==> config.mk <==
export PLATFORM = sky130hd
export DESIGN_NAME = modport_source_driver
export DESIGN_NICKNAME = d
export VERILOG_FILES = /design/src/rtl/modport_source_driver.sv
export SDC_FILE = /design/constraint.sdc
export NUM_CORES = 1
export LEC_CHECK = 0
export ABC_AREA = 1
export CORE_AREA = 2 2 39 41
export CTS_CLUSTER_DIAMETER = 150
export DETAILED_ROUTE_END_ITERATION = 10
export DIE_AREA = 0 0 41 43
export MAX_ROUTING_LAYER = met4
export PLACE_DENSITY_LB_ADDON = 0.15
export SLEW_MARGIN = 15
export SYNTH_ARGS = -nofsm -noshare
export SYNTH_HDL_FRONTEND = slang
export SYNTH_SLANG_ARGS = --single-unit
export TNS_END_PERCENT = 5
==> constraint.sdc <==
create_clock -name clk -period 1.3 [get_ports clk]
set_input_delay 0.195 -clock clk [delete_from_list [all_inputs] [get_ports clk]]
set_output_delay 0.195 -clock clk [all_outputs]
set_load 0.01 [all_outputs]
==> src/rtl/modport_source_driver.sv <==
// modport_source_driver: drives an interface source-modport field from value_i, with a latched override and a sink-side loopback check
// Ports:
//   clk, rst_n          clock and asynchronous active-low reset
//   value_i             normal-path value (optionally inverted)
//   set_valid_i         strobe that loads set_data_i[WIDTH-1:0] as the override value
//   set_data_i          32-bit override word; zero-extended when WIDTH > 32
//   release_i           strobe that leaves override mode (set_valid_i takes priority)
//   sink_i              value read back through the sink modport
//   intf_o              registered source-modport field
//   override_active_o   high while override mode is active
//   mismatch_o          sink_i differed from intf_o on the previous cycle
module modport_source_driver #(
    parameter int               WIDTH     = 1,
    parameter bit               INVERT    = 1'b0,
    parameter logic [WIDTH-1:0] RESET_VAL = '0
) (
    input  logic             clk,
    input  logic             rst_n,
    input  logic [WIDTH-1:0] value_i,
    input  logic             set_valid_i,
    input  logic [31:0]      set_data_i,
    input  logic             release_i,
    input  logic [WIDTH-1:0] sink_i,
    output logic [WIDTH-1:0] intf_o,
    output logic             override_active_o,
    output logic             mismatch_o
);
    logic [WIDTH-1:0] intf_q, intf_d, ovr_q, ovr_d, nxt, set_w;
    logic             active_q, active_d, mismatch_q, mismatch_d;
    // The size cast truncates for narrow fields and zero-extends for WIDTH > 32.
    assign set_w = WIDTH'(set_data_i);
    assign nxt   = INVERT ? ~value_i : value_i;
    always_comb begin
        ovr_d      = set_valid_i ? set_w : ovr_q;
        active_d   = set_valid_i | (active_q & ~release_i);
        intf_d     = set_valid_i ? set_w : (active_d ? ovr_q : nxt);
        mismatch_d = sink_i != intf_q;
    end
    always_ff @(posedge clk or negedge rst_n) begin
        if (!rst_n) begin
            intf_q     <= RESET_VAL;
            ovr_q      <= RESET_VAL;
            active_q   <= 1'b0;
            mismatch_q <= 1'b0;
        end else begin
            intf_q     <= intf_d;
            ovr_q      <= ovr_d;
            active_q   <= active_d;
            mismatch_q <= mismatch_d;
        end
    end
    assign intf_o            = intf_q;
    assign override_active_o = active_q;
    assign mismatch_o        = mismatch_q;
endmodule

* Yosys cells after proc, flatten, opt, wreduce, memory -nomap -nowiden
Cells that the tools add are included.
Cells by class: add/subtract/negate cells 0, multiply operators 0, div/mod/pow operators 0, order comparisons 0, equality and inequality tests 1, shift operators 0, muxes and demuxes 2, bitwise operators 3, reduce and logical (&&, ||, !) cells 0
Operators with widths (count):
- two-way mux 1 bit | 2
- bitwise AND 1 bit | 1
- inequality test 1 bit | 1
- NOT 1 bit | 1
- bitwise OR 1 bit | 1
Storage, ports and cells: flip-flop bits (word level) 4, latch bits 0, RAM bits 0, ROM bits 0, input port bits 38, logic and storage cells 10, memories kept 0

* Longest topological paths before layout
depth in word-level cells 5, mapped depth 5

* Least setup slack after synthesis
Ideal clock, no wire load.
path type reg2reg, start point register active_q (netlist: override_active_o), end point register intf_q (netlist: intf_o), library setup time 116 ps, arrival 631 ps, data required time 1184 ps, slack 552 ps, stages on the path, launching flop included 5, buffers on the path 0, clock period less this slack 748 ps, cell sequence dfrtp_1 -> nand2_1 -> nand2_1 -> nand2_1 -> nand2_1
Between the ends: cells in the longest elaborated chain, start to end 4
RTL lines:
- from (decl) | RTL line 29 | logic active_q, active_d, mismatch_q, mismatch_d;
- from (signal assigned) | RTL line 48 | active_q <= active_d;
- bitwise AND 1 bit | RTL line 35 | active_d = set_valid_i | (active_q & ~release_i);
- bitwise OR 1 bit | RTL line 35
- two-way mux 1 bit (2 in a row) | RTL line 36 | intf_d = set_valid_i ? set_w : (active_d ? ovr_q : nxt);
- via intf_d | RTL line 28 | logic [WIDTH-1:0] intf_q, intf_d, ovr_q, ovr_d, nxt, set_w;
- to (signal assigned) | RTL line 46 | intf_q <= intf_d;
- to (decl) | RTL line 28
The timed path passes the listed nets, and every way through them passes these cells. A chain may end at the register's enable or synchronous reset.

* Final worst setup path
start point register intf_q (netlist: intf_o), end point output intf_o
RTL lines:
- to (decl) | RTL line 24 | output logic [WIDTH-1:0] intf_o,
No word-level cell between the ends.

==> results.json <==
{
  "status": "complete, no violations",
  "dp_hpwl_um": 271,
  "grt_pass1_wl_um": 627,
  "endpoint_kind": "output pin",
  "place_area_um2": 264,
  "powerDensity_nw_per_um2": 1260,
  "worstPathMaxFanout": 2,
  "period_needed_ns": 1.09,
  "worst-path-buf-inv": 1,
  "final_area_um2": 287,
  "cp-start-kind": "register",
  "die-area_um2": 1760,
  "worst_ep_required_time_ns": 1.11,
  "grt_max_degree": 5,
  "irDropWorstVdd_v": 0.000338,
  "avgSynthCellArea_um2": 9.62,
  "rows": 14,
  "clock_latency_ns": 0.24,
  "drt_wl_total_um": 341,
  "drc": 0,
  "die_y_um": 43,
  "leakage_uw": 0.000149,
  "worstPathCellList": "dlygate4sd2_1",
  "syn-num-nets": 54,
  "syn_inst": 16,
  "antenna_cells": 0,
  "grt_usage_pct": 6.19,
  "clock.fmax_mhz": 921,
  "dieWidth_um": 41,
  "critPathTopFamily": "flip-flops",
  "vias": 150,
  "grt.overflow.total": 0,
  "io_buffer_count": 9,
  "slew_viol_final": 0,
  "ios": 41,
  "crit_slowest_cell": "dfrtp_1",
  "maxCapViolCount": 0,
  "root_buffer": "clkbuf_4",
  "hold_path_class": "input pin to asynchronous set/reset pin",
  "fin_setup_tns_ns": 0,
  "grt_setup_unrepaired": "no",
  "h-tree-depth": 1,
  "path_clk_slew_ns": 0.04,
  "finalHoldViolCount": 0,
  "cts-buffers-inserted": 3,
  "relSlewSlack_pct": 86.9,
  "fin_nets": 68,
  "syn_to_final_growth_pct": 86.2,
  "grt_pass1_vias": 144,
  "antenna_found_initial": 0,
  "initial_utilization_pct": 11.1,
  "yosysUniqueCellTypes": 7,
  "drt_iter0_drc": 1,
  "tightest_slew_ns": 0.197,
  "wl_per_cell_um": 7.75,
  "final_antenna_net_count": 0,
  "cts.sinks": 4,
  "nFillCells": 162,
  "crit_path_max_incr_delay_ns": 0.37,
  "synth-seq-cells": 4,
  "synth_top_area_share_pct": 65.0,
  "synth_area_um2": 154,
  "dr.pass1.iters": 2,
  "setup_viol": 0,
  "arrival_ns": 0.89,
  "yosys_warnings": 0,
  "place_congestion": 0.575,
  "postCtsSetupBuffers": 0,
  "clockBufferDepth": 2,
  "min_period_over_period_pct": 83.5,
  "synth_area_leaders": "dfrtp_1 65%, nand2_1 17%, xor2_1 5.7%, nand2_2 4.1%, nand3_1 3.3%",
  "cts_hold_buf": 0,
  "synth-seq-area-share_pct": 65.0,
  "cts_tree": "done",
  "viasPerCell": 3.41,
  "fin_skew_ns": 0.00137,
  "path_class": "register to output pin",
  "yosys.area.top_type": "dfrtp_1",
  "core_area_um2": 1380,
  "drive_gt1_share_pct": 17.9
}
-- cells in the final DEF (no fill, tap or decap) --
cell,instances
xor2_1,1
nand2_1,7
clkbuf_4,3
inv_1,1
inv_2,1
nand3_1,1
dlygate4sd2_1,2
clkdlybuf4s50_1,6
dfrtp_1,4
dlymetal6s2s_1,1
nand2_2,1
-- routing by layer --
layer  vias to the layer above  wire [um]  track usage, %
li1                         73          -               -
met1                        67        125            6.15
met2                        10        142            6.56
met3                         0         74            7.33
met4                         0          0            4.00
met5                         -          0               -
-- report_power, final --
part	total, uW	switching, uW	internal (uW)
combinational	58.2	23.8	34.4
clock	161	56.9	104
sequential	142	4.29	138
-- worst paths after layout --
| path | cells past startpoint | start | endpoint | slack (ns) |
|---|---|---|---|---|
| hold / removal | 1 | rst_n | mismatch_o | 0.17 |
| min in group clk | 1 | intf_o | mismatch_o | 0.46 |
| setup reg to reg | 4 | override_active_o | intf_o | 0.56 |
| setup / recovery | 1 | intf_o | intf_o | 0.21 |
| hold reg to reg | 1 | intf_o | mismatch_o | 0.46 |
| max in group asynchronous | 1 | rst_n | override_active_o | 0.96 |
-- logic make-up after synthesis --
kind of cell | after synthesis | synth area share (%)
buf+inv | 2 | 4.87
simple gates | 9 | 24.4
flops | 4 | 65.0
xor+xnor | 1 | 5.69
-- sequential cells by signal (all words and copies together), names as in the netlist --
name               count
override_active_o      1
intf_o                 1
mismatch_o             1
ovr_q                  1
-- synth_stat cells --
cell type,count
nand2_2,1
xor2_1,1
inv_1,1
nand3_1,1
nand2_1,7
dfrtp_1,4
inv_2,1
-- final cells by class --
class                           instances  area (um^2)  area share [%]
Timing Repair Buffer                    9         90.1            31.4
Inverter                                2         7.51            2.62
Sequential cell                         4          100            34.9
Clock buffer                            3         22.5            7.86
Tap cell                               16         20.0            6.99
Multi-Input combinational cell         10         46.3            16.2
-- timing repair --
action / 4_1_cts / 5_1_grt
gates cloned: 0 / 0
resized for setup: 2 / 1
endpoints found under the setup margin: 2 / 1
pin swaps: 0 / 0
-- through the flow --
step                      setup slack, ns  util [%]  power [uW]  hold WS, ns  cells
after CTS                          0.0254      20.5         371        0.170     44
after global placement              0.234      19.1         208        0.420     41
after floorplan                     0.552         -         165       -0.101     16
after detailed placement            0.223      19.1         209        0.426     41
after global routing                0.184      20.7         389        0.183     44
final                               0.214      20.7         361        0.165     44
No activity file was read; power rests on OpenSTA's default activity.
